==> config.mk <==
export PLATFORM = sky130hd
export DESIGN_NAME = ram_copy_engine
export DESIGN_NICKNAME = d
export VERILOG_FILES = /design/src/rtl/ram_pkg.sv /design/src/rtl/ram_rd_pipe.sv /design/src/rtl/ram_copy_engine.sv
export SDC_FILE = /design/constraint.sdc
export NUM_CORES = 1
export LEC_CHECK = 0
export BUFFER_PORTS_ARGS = -buffer_cell sky130_fd_sc_hd__buf_2
export CORE_ASPECT_RATIO = 0.75
export CORE_MARGIN = 2
export CORE_UTILIZATION = 54
export CTS_CLUSTER_SIZE = 28
export DETAILED_ROUTE_END_ITERATION = 6
export HOLD_SLACK_MARGIN = 0.1
export PLACE_DENSITY = 0.95
export SYNTH_ARGS = -nofsm -noshare
export SYNTH_HDL_FRONTEND = slang
export SYNTH_HIERARCHICAL = 1
export SYNTH_SLANG_ARGS = --single-unit
==> constraint.sdc <==
create_clock -name clk -period 3.53 [get_ports clk]
set_input_delay 0.5295 -clock clk [delete_from_list [all_inputs] [get_ports clk]]
set_output_delay 0.5295 -clock clk [all_outputs]
set_load 0.02 [all_outputs]
==> src/rtl/ram_pkg.sv <==
// Shared definitions for the RAM-side blocks around the 256x32 dual_port_ram.
//   RAM_ADDR_W / RAM_DATA_W / RAM_DEPTH : RAM geometry
//   ram_copy_state_e                    : copy engine FSM states
package ram_pkg;

  localparam int RAM_ADDR_W = 8;
  localparam int RAM_DATA_W = 32;
  localparam int RAM_DEPTH  = 256;

  typedef enum logic [1:0] {
    IDLE  = 2'd0,
    RUN   = 2'd1,
    DRAIN = 2'd2
  } ram_copy_state_e;

endpackage

==> src/rtl/ram_rd_pipe.sv <==
// Valid + address delay line that tracks RAM reads in flight.
// An entry pushed in cycle t appears at the tail in cycle t+DEPTH, which lines
// up with the read data of a read issued in cycle t on a RAM of read latency
// DEPTH.
//   clk, rst    : clock, asynchronous active-high reset (clears every stage)
//   push_valid  : a read is issued this cycle
//   push_addr   : address to attach to that read
//   tail_valid  : oldest entry is valid (its read data is on the RAM bus now)
//   tail_addr   : address attached to the oldest entry
//   pending     : valid entries exist behind the tail (pipe not yet draining
//                 its last entry)
module ram_rd_pipe #(
  parameter int DEPTH  = 1,
  parameter int ADDR_W = 8
) (
  input  logic              clk,
  input  logic              rst,
  input  logic              push_valid,
  input  logic [ADDR_W-1:0] push_addr,
  output logic              tail_valid,
  output logic [ADDR_W-1:0] tail_addr,
  output logic              pending
);

  logic [DEPTH-1:0]  valid_q;
  logic [ADDR_W-1:0] addr_q [DEPTH];

  always_ff @(posedge clk or posedge rst) begin
    if (rst) begin
      valid_q <= '0;
      for (int i = 0; i < DEPTH; i++) addr_q[i] <= '0;
    end else begin
      valid_q[0] <= push_valid;
      addr_q[0]  <= push_addr;
      for (int i = 1; i < DEPTH; i++) begin
        valid_q[i] <= valid_q[i-1];
        addr_q[i]  <= addr_q[i-1];
      end
    end
  end

  assign tail_valid = valid_q[DEPTH-1];
  assign tail_addr  = addr_q[DEPTH-1];

  generate
    if (DEPTH > 1) begin : g_pending
      assign pending = |valid_q[DEPTH-2:0];
    end else begin : g_no_pending
      assign pending = 1'b0;
    end
  endgenerate

endmodule

==> src/rtl/ram_copy_engine.sv <==
// Block-copy engine: moves `length` words from src_addr.. to dst_addr.. inside
// the dual_port_ram, reading on port A and writing on port B, one word/cycle.
//   clk, rst        : clock, asynchronous active-high reset
//   start           : copy request, sampled only while idle
//   src_addr        : first source word
//   dst_addr        : first destination word
//   length          : word count 0..2**ADDR_W
//   busy            : copy in progress
//   done            : one-cycle pulse on completion (also for length 0)
//   error           : one-cycle pulse when a request is rejected
//   ram_addr_a      : RAM port-A read address
//   ram_data_a      : RAM port-A read data (READ_LATENCY cycles after address)
//   ram_addr_wr_b   : RAM port-B write address
//   ram_data_in_b   : RAM port-B write data
//   ram_we_b        : RAM port-B write enable
//   state_dbg       : current FSM state
//
// Handshake: start is a level sampled on a rising edge while busy=0; the
// outcome is exactly one of done/error, pulsed for one cycle. A start while
// busy=1 is dropped without any response.
module ram_copy_engine
  import ram_pkg::*;
#(
  parameter int ADDR_W       = RAM_ADDR_W,
  parameter int DATA_W       = RAM_DATA_W,
  parameter int READ_LATENCY = 1
) (
  input  logic              clk,
  input  logic              rst,
  input  logic              start,
  input  logic [ADDR_W-1:0] src_addr,
  input  logic [ADDR_W-1:0] dst_addr,
  input  logic [ADDR_W:0]   length,
  output logic              busy,
  output logic              done,
  output logic              error,
  output logic [ADDR_W-1:0] ram_addr_a,
  input  logic [DATA_W-1:0] ram_data_a,
  output logic [ADDR_W-1:0] ram_addr_wr_b,
  output logic [DATA_W-1:0] ram_data_in_b,
  output logic              ram_we_b,
  output ram_copy_state_e   state_dbg
);

  localparam logic [ADDR_W:0] DEPTH_V = {1'b1, {ADDR_W{1'b0}}};
  localparam logic [ADDR_W:0] CNT_ONE = {{ADDR_W{1'b0}}, 1'b1};

  ram_copy_state_e   state_q, state_d;
  logic [ADDR_W-1:0] rd_addr_q;
  logic [ADDR_W-1:0] wr_addr_q;
  logic [ADDR_W:0]   rd_cnt_q;
  logic              done_q;
  logic              error_q;

  logic              accept;
  logic              reject;
  logic              zero_done;
  logic              issue;
  logic              drain_done;

  logic              tail_valid;
  logic [ADDR_W-1:0] tail_addr;
  logic              pending;

  // Request validation works on the live inputs in the start cycle, so the
  // verdict is registered together with the latched operands. Once length is
  // known to be <= depth the ADDR_W+1 bit sums cannot overflow.
  logic [ADDR_W:0] src_end;
  logic [ADDR_W:0] dst_end;
  logic            req_bad;

  assign src_end = {1'b0, src_addr} + length;
  assign dst_end = {1'b0, dst_addr} + length;
  assign req_bad = (length > DEPTH_V) ||
                   (src_end > DEPTH_V) ||
                   (dst_end > DEPTH_V) ||
                   ((dst_addr > src_addr) && ({1'b0, dst_addr} < src_end));

  always_comb begin
    state_d    = state_q;
    accept     = 1'b0;
    reject     = 1'b0;
    zero_done  = 1'b0;
    issue      = 1'b0;
    drain_done = 1'b0;
    case (state_q)
      IDLE: begin
        if (start) begin
          if (req_bad) begin
            reject = 1'b1;
          end else if (length == '0) begin
            zero_done = 1'b1;
          end else begin
            accept  = 1'b1;
            state_d = RUN;
          end
        end
      end
      RUN: begin
        issue = 1'b1;
        if (rd_cnt_q == CNT_ONE) state_d = DRAIN;
      end
      DRAIN: begin
        // The tail holds the last write this cycle when nothing is behind it.
        if (!pending) begin
          drain_done = 1'b1;
          state_d    = IDLE;
        end
      end
      default: state_d = IDLE;
    endcase
  end

  always_ff @(posedge clk or posedge rst) begin
    if (rst) begin
      state_q <= IDLE;
    end else begin
      state_q <= state_d;
    end
  end

  always_ff @(posedge clk or posedge rst) begin
    if (rst) begin
      rd_addr_q <= '0;
      wr_addr_q <= '0;
      rd_cnt_q  <= '0;
      done_q    <= 1'b0;
      error_q   <= 1'b0;
    end else begin
      done_q  <= zero_done | drain_done;
      error_q <= reject;
      if (accept) begin
        rd_addr_q <= src_addr;
        wr_addr_q <= dst_addr;
        rd_cnt_q  <= length;
      end else if (issue) begin
        // rd_addr_q may step past the top word after the last read; it is
        // not used again before the next accept reloads it.
        rd_addr_q <= rd_addr_q + ADDR_W'(1);
        wr_addr_q <= wr_addr_q + ADDR_W'(1);
        rd_cnt_q  <= rd_cnt_q - CNT_ONE;
      end
    end
  end

  ram_rd_pipe #(
    .DEPTH  (READ_LATENCY),
    .ADDR_W (ADDR_W)
  ) u_rd_pipe (
    .clk        (clk),
    .rst        (rst),
    .push_valid (issue),
    .push_addr  (wr_addr_q),
    .tail_valid (tail_valid),
    .tail_addr  (tail_addr),
    .pending    (pending)
  );

  // Read data passes straight through to the write port; gating with
  // tail_valid keeps the write bus at zero when no write is in progress.
  assign ram_addr_a    = rd_addr_q;
  assign ram_we_b      = tail_valid;
  assign ram_addr_wr_b = tail_valid ? tail_addr : '0;
  assign ram_data_in_b = tail_valid ? ram_data_a : '0;

  assign busy      = (state_q != IDLE);
  assign done      = done_q;
  assign error     = error_q;
  assign state_dbg = state_q;

endmodule

==> results of run 1 <==
sequential cells by signal, summed over array words and instances, names as in the netlist:
register and count:
wr_addr_q 8, done 1, u_rd_pipe/tail_addr 8, error 1, state_dbg 2, u_rd_pipe/tail_valid 1
rd_cnt_q 9, ram_addr_a 8
worst paths after layout:
| check | end | slack [ns] | cells past startpoint |
|---|---|---|---|
| setup / recovery | wr_addr_q[7] | 0.15 | 16 |
| hold / removal | u_rd_pipe/tail_addr[6] | 0.18 | 2 |
| setup reg to reg | rd_cnt_q[6] | 1.11 | 7 |
| hold reg to reg | u_rd_pipe/tail_addr[7] | 0.41 | 0 |
| max in group asynchronous | wr_addr_q[1] | 2.36 | 2 |
| min in group clk | u_rd_pipe/tail_addr[7] | 0.41 | 0 |
report_power, final:
part / total [mW] / internal, mW / switching, mW / leakage (nW)
logic: 1.49 / 0.675 / 0.819 / 1.58
registers: 0.867 / 0.645 / 0.222 / 0.453
clock network: 0.459 / 0.301 / 0.158 / 0.0714
critical path, delay by kind of cell:
| kind | cells | cell delay, ns |
|---|---|---|
| and+or+nand+nor | 2 | 0.27 |
| AOI/OAI and AO/OA | 6 | 1.07 |
| buffers and inverters | 3 | 0.31 |
| xor gates and xnor gates | 1 | 0.19 |
| adders and majority gates | 3 | 0.84 |
| muxes | 1 | 0.34 |
layout make-up:
class                   instances  area share
clock buffers                   6     0.02059
multi-input cells             257      0.5148
inverters                      22     0.02059
clock inverters                 2     0.01498
repair buffers                125      0.1676
well taps                      78     0.02434
flip-flops and latches         38      0.2371
routing by layer:
layer | global-route usage | share of wire | wire [um] | up-vias
li1 | - | - | - | 1395
met1 | 0.3193 | 0.40 | 3426 | 1365
met2 | 0.5000 | 0.50 | 4250 | 142
met3 | 0.05286 | 0.081 | 695 | 24
met4 | 0.09453 | 0.020 | 170 | 0
met5 | 0 | 0 | 0 | -
cell families (layout without fill, tap and decap cells):
group                    count (synthesis)  after routing
AND/OR/NAND/NOR                        115            115
adder cells (fa/ha/maj)                 37             37
buffers and inverters                   31            155
flip-flops                              38             38
multiplexers                            26             26
other                                    1              1
AO/OA/AOI/OAI                           47             47
XOR/XNOR                                31             31
timing repair:
item	4_1_cts	5_1_grt
resized for setup	0	3
endpoints found under the setup margin	0	25
hold endpoints to repair	0	0
synth_stat cells, types with 2 or more instances:
| cell | count | area, um2 |
|---|---|---|
| o22ai_1 | 2 | 12.51 |
| o31ai_1 | 2 | 15.01 |
| or4_1 | 2 | 15.01 |
| a21o_1 | 4 | 30.03 |
| o21ai_0 | 4 | 20.02 |
| nand2_1 | 17 | 63.81 |
| mux2i_1 | 10 | 100.1 |
| a21oi_2 | 2 | 17.52 |
| mux2_4 | 10 | 150.1 |
| ha_1 | 35 | 437.9 |
| nand3_1 | 6 | 30.03 |
| and3_1 | 2 | 12.51 |
| nor3_1 | 2 | 10.01 |
| xnor2_1 | 19 | 166.4 |
| o2111ai_1 | 3 | 26.28 |
| nor2b_1 | 2 | 12.51 |
| and2_1 | 43 | 269.0 |
| buf_4 | 2 | 15.01 |
| inv_1 | 22 | 82.58 |
| a221o_1 | 2 | 20.02 |
| nor2_1 | 17 | 63.81 |
| nor4_1 | 4 | 25.02 |
| nand2b_1 | 5 | 31.28 |
| a31oi_1 | 3 | 18.77 |
| clkbuf_1 | 5 | 18.77 |
| mux2_2 | 6 | 67.56 |
| dfrtp_1 | 38 | 950.9 |
| a211oi_1 | 2 | 15.01 |
| a21oi_1 | 11 | 55.05 |
| nand4_1 | 8 | 50.05 |
| o211ai_1 | 2 | 15.01 |
| xor2_1 | 12 | 105.1 |
| fa_1 | 2 | 40.04 |
through the flow:
| step | utilization | std cells | power [mW] | setup slack, ns |
|---|---|---|---|---|
| 2_1_floorplan | - | 326 | 1.890 | 0.03383 |
| 3_3_place_gp | 0.6761 | 520 | 2.270 | -0.06661 |
| 3_5_place_dp | 0.6761 | 520 | 2.351 | -0.2173 |
| 4_1_cts | 0.7011 | 528 | 2.820 | 0.08498 |
| 5_1_grt | 0.7029 | 528 | 3.002 | 0.02647 |
| 6_report | 0.7029 | 528 | 2.820 | 0.1539 |
==> results.toml, run 1 <==
[status]
status = "finished clean"

[sta]
skew_ns = 0.008043
post-route-period-util = 0.9564
finalHoldViolCount = 0
hold_ws_ns = 0.1830
tns_ns = 0
setup_viol = 0
drv_slew = 0
period_minus_slack_ns = 3.376
tightest_slew_ns = 1.096
slew_headroom = 0.2688
max_freq_mhz = 296.2
rsz0062_at_grt = "false"

[placed_design]
io_buffers = 113
hpwl_mm = 7.012
gp_congestion = 0.9430
dpl_cell_area_mm2 = 0.003857

[worst_setup_path]
critPathSlowestCell = "a221o_1"
worst_setup_path_start_kind = "input port"
worstSetupPathType = "in2reg"
cp.arrival_ns = 3.55
cp_max_fo = 11
setup.worst_path.start = "length[0]"
critPathRequiredTime_ns = 3.70
max_stage_delay_ns = 0.40
crit_top_cell = "ha_1"
path_cells = "buf_2 -> ha_1 -> inv_1 -> fa_2 -> nand2b_1 -> a21oi_2 -> a21boi_0 -> xor2_1 -> ha_1 -> a21o_1 -> a21oi_1 -> o31ai_1 -> a221o_1 -> nand3_4 -> buf_12 -> mux2_2"
critPathCaptureType = "flip-flop"
r2r_start = "state_dbg[1]"

[cts]
numCtsBuffers = 5
root_buffer = "clkbuf_8"
cts.sinks = 38
clk_latency_ns = 0.30
h-tree-depth = 2
clock_path_buffers = 2
clk_pin_slew_ns = 0.08
cts_hold_buffers = 0
cts_tree = "yes"
post-cts-setup-buffer-count = 0

[synth]
synth_fa_ha_area_frac = 0.1522
ys_types = 53
synth_area_mm2 = 0.003141
synth_top_family_by_area = "simple AND/OR/NAND/NOR gates"
yosys_warnings = 6
synthMuxAreaShare = 0.1012
synth_nets = 423
async_flop_share = 1.000
synth_seq_cells = 38
synth_compound_area_frac = 0.1072
synthSimpleGateAreaFrac = 0.2072
synthXorXnorAreaFrac = 0.08645
synthCells = 326
synthFlopType = "dfrtp_1"
synth-edff-count = 0
ys_seq_area_frac = 0.3028
syn_avg_cell_area_um2 = 9.633

[cells_and_area]
antennaDiodeCount = 0
mostFrequentLayoutCells = "buf_2, and2_1, dfrtp_1"
syn_to_final_growth_pct = 27.69
fill_cells = 447
multi_input_area_mm2 = 0.002064
drive_above_1_share = 0.3489
finalNetCount = 546
regArea_um2 = 950.9
layout_commonest_cell = "buf_2"
fin_area_mm2 = 0.004010

[routing]
drt_iter0_drc = 148
postRouteAntennaNets = 0
vias = 2926
dr.pass1.iters = 4
via_per_inst = 5.542
routedWlPerCell_um = 16.18
totalWireLength_mm = 8.542
drcViolationCount = 0

[floorplanning]
die_area_mm2 = 0.006448
ioPinCount = 114
die_w_um = 92.06
initial_core_util = 0.5504
coreArea_mm2 = 0.005705
die_h_um = 70.05
fp-row-count = 24

[power]
powerDensity_mw_per_mm2 = 703.2
p_leak_nw = 2.108
ir_drop_mv = 0.3754

[global_routing]
grt_max_degree = 42
antenna_found_initial = 0
grt_pass1_wl_mm = 13.85
first_global_vias = 2946
grtUsageTotal = 0.2730
gr-total-overflow = 0

[job]
max-cap-violations = 0

[min_path]
worstHoldPathType = "in2async"
No activity file was read; power rests on OpenSTA's default activity.
==> run 2, diff against run 1 <==
- CORE_MARGIN: 2 -> default
- CORE_UTILIZATION: 54 -> 56
- SYNTH_HIERARCHICAL: 1 -> default
- TNS_END_PERCENT: default -> 10
==> results.toml, run 2 <==
[power]
p_leak_nw = 2.069
powerDensity_mw_per_mm2 = 284.1
finalPower_mw = 1.254
ir_drop_mv = 0.1454

[worst_setup_path]
critPathRequiredTime_ns = 3.70
critPathCaptureType = "flip-flop"
cp_max_fo = 10
cp.arrival_ns = 3.55
worstSetupPathType = "in2reg"
r2r.worst_path.cells = 6
worst_setup_path_start_kind = "input port"

[global_routing]
gr-total-overflow = 0
antenna_found_initial = 0
grt_max_degree = 42
grtUsageTotal = 0.3371
grt_pass1_wl_mm = 17.12
first_global_vias = 3499

[placed_design]
hpwl_mm = 8.186
dpl_cell_area_mm2 = 0.004254
io_buffers = 113
dpl.cell_count = 602
gp_congestion = 0.9456

[sta]
setup_viol = 0
slew_headroom = 0.4553
period_minus_slack_ns = 3.387
skew_ns = 0.008672
finalHoldViolCount = 0
drv_slew = 0
tightest_slew_ns = 0.8171
post-route-period-util = 0.9594
max_freq_mhz = 295.3

[cts]
cts_tree = "yes"
cts.sinks = 38
clk_latency_ns = 0.29
clk_pin_slew_ns = 0.08
cts_hold_buffers = 0
numCtsBuffers = 5
h-tree-depth = 2
root_buffer = "clkbuf_8"
clock_path_buffers = 2

[cells_and_area]
finalNetCount = 630
largest_reg_flops = 9
syn_to_final_growth_pct = 27.74
antennaDiodeCount = 0
top_register = "rd_cnt_q"
multi_input_area_mm2 = 0.002325
instances_no_fill = 612
fill_cells = 407
fin_area_mm2 = 0.004413
regArea_um2 = 950.9
utilization = 0.7498
layout_commonest_cell = "buf_2"
drive_above_1_share = 0.3427
mostFrequentLayoutCells = "buf_2, and2_1, dfrtp_1"

[synth]
ys_seq_area_frac = 0.2753
yosys_warnings = 0
ys_top_cells_by_count = "and2_1, dfrtp_1, ha_1, nand2_1, inv_1"
synth_most_common_cell = "and2_1"
syn_avg_cell_area_um2 = 8.768
netlist.area_leader.share = 0.2753
ys_types = 64
synth_nets = 491
synthFlopType = "dfrtp_1"
synth-edff-count = 0
synthTopCellsByArea = "dfrtp_1, ha_1, and2_1"
synthCells = 394
synth_seq_cells = 38
synth.largest_area_cell = "dfrtp_1"
async_flop_share = 1.000
synth_area_mm2 = 0.003455

[routing]
routedWlPerCell_um = 17.03
vias = 3663
postRouteAntennaNets = 0
drcViolationCount = 0
dr.pass1.iters = 5
via_per_inst = 5.985
drt_iter0_drc = 330
totalWireLength_mm = 10.42

[status]
status = "finished clean"

[floorplanning]
coreArea_mm2 = 0.005886
die_area_mm2 = 0.006490
die_h_um = 70.02
initial_core_util = 0.5869
ioPinCount = 114
fp-row-count = 24
die_w_um = 92.69

[job]
max-cap-violations = 0

[min_path]
worstHoldPathType = "in2async"
==> run 2: worst paths after layout <==
check,startpoint,to,slack [ns]
setup reg to reg,state_dbg[0],ram_addr_a[3],1.48
max in group asynchronous,rst,error,2.57
hold / removal,rst,wr_addr_q[1],0.23
hold reg to reg,wr_addr_q[6],u_rd_pipe.tail_addr[6],0.44
setup / recovery,src_addr[1],wr_addr_q[4],0.14
min in group clk,wr_addr_q[6],u_rd_pipe.tail_addr[6],0.44
==> run 2: cells by family after synthesis <==
family	count (synthesis)	synth area share
and+or+nand+nor	167	0.2785
xor gates and xnor gates	15	0.03803
adders and majority gates	37	0.1384
muxes	4	0.01231
DFF	38	0.2753
buffers and inverters	41	0.06157
AOI/OAI and AO/OA	92	0.1959
==> run 2: layout make-up <==
class,count,area share
Multi-Input combinational cell,315,0.5268
Clock inverter,2,0.008506
Inverter,23,0.01956
Clock buffer,6,0.01644
Sequential cell,38,0.2155
Timing Repair Buffer,150,0.1911
Tap cell,78,0.02212
==> run 2: power breakdown <==
group          switching, mW  internal (mW)  leakage, nW  total [mW]
clock network          0.157          0.211       0.0514       0.368
logic                  0.256          0.194         1.60       0.451
registers                  0          0.435        0.420       0.435
==> run 2: worst max-delay path, stage by stage <==
cell	delay (ns)
buf_2	0.11
buf_4	0.13
ha_1	0.28
a21oi_1	0.18
o21bai_1	0.16
a211oi_2	0.22
xor2_1	0.26
ha_1	0.30
nand3_1	0.11
nor3_1	0.06
o41a_1	0.42
a31oi_4	0.20
nor3_4	0.06
buf_4	0.17
o311ai_0	0.34
==> run 2: timing repair <==
action | in CTS | in global routing
endpoints found under the hold margin | 0 | 0
buffers inserted | 0 | 2
setup endpoints to repair | 0 | 28
resized for setup | 0 | 6
==> run 2: routing by layer <==
metal	global-route usage	part of all wire	vias up
met5	0	0	-
met4	0.08376	0.016	0
met3	0.08497	0.11	23
met2	0.5284	0.46	219
met1	0.4666	0.41	1703
li1	-	-	1718
==> run 2: through the flow <==
stage,worst slack [ns],hold slack (ns),TNS (ns)
finish,0.1433,0.2286,0
global route,-0.03387,0.2687,-0.2048
CTS,0.02035,0.2356,0
detailed placement,-0.2698,0.4244,-4.852
global placement,-0.1668,0.4152,-2.145
floorplan,0.03752,0.3872,0
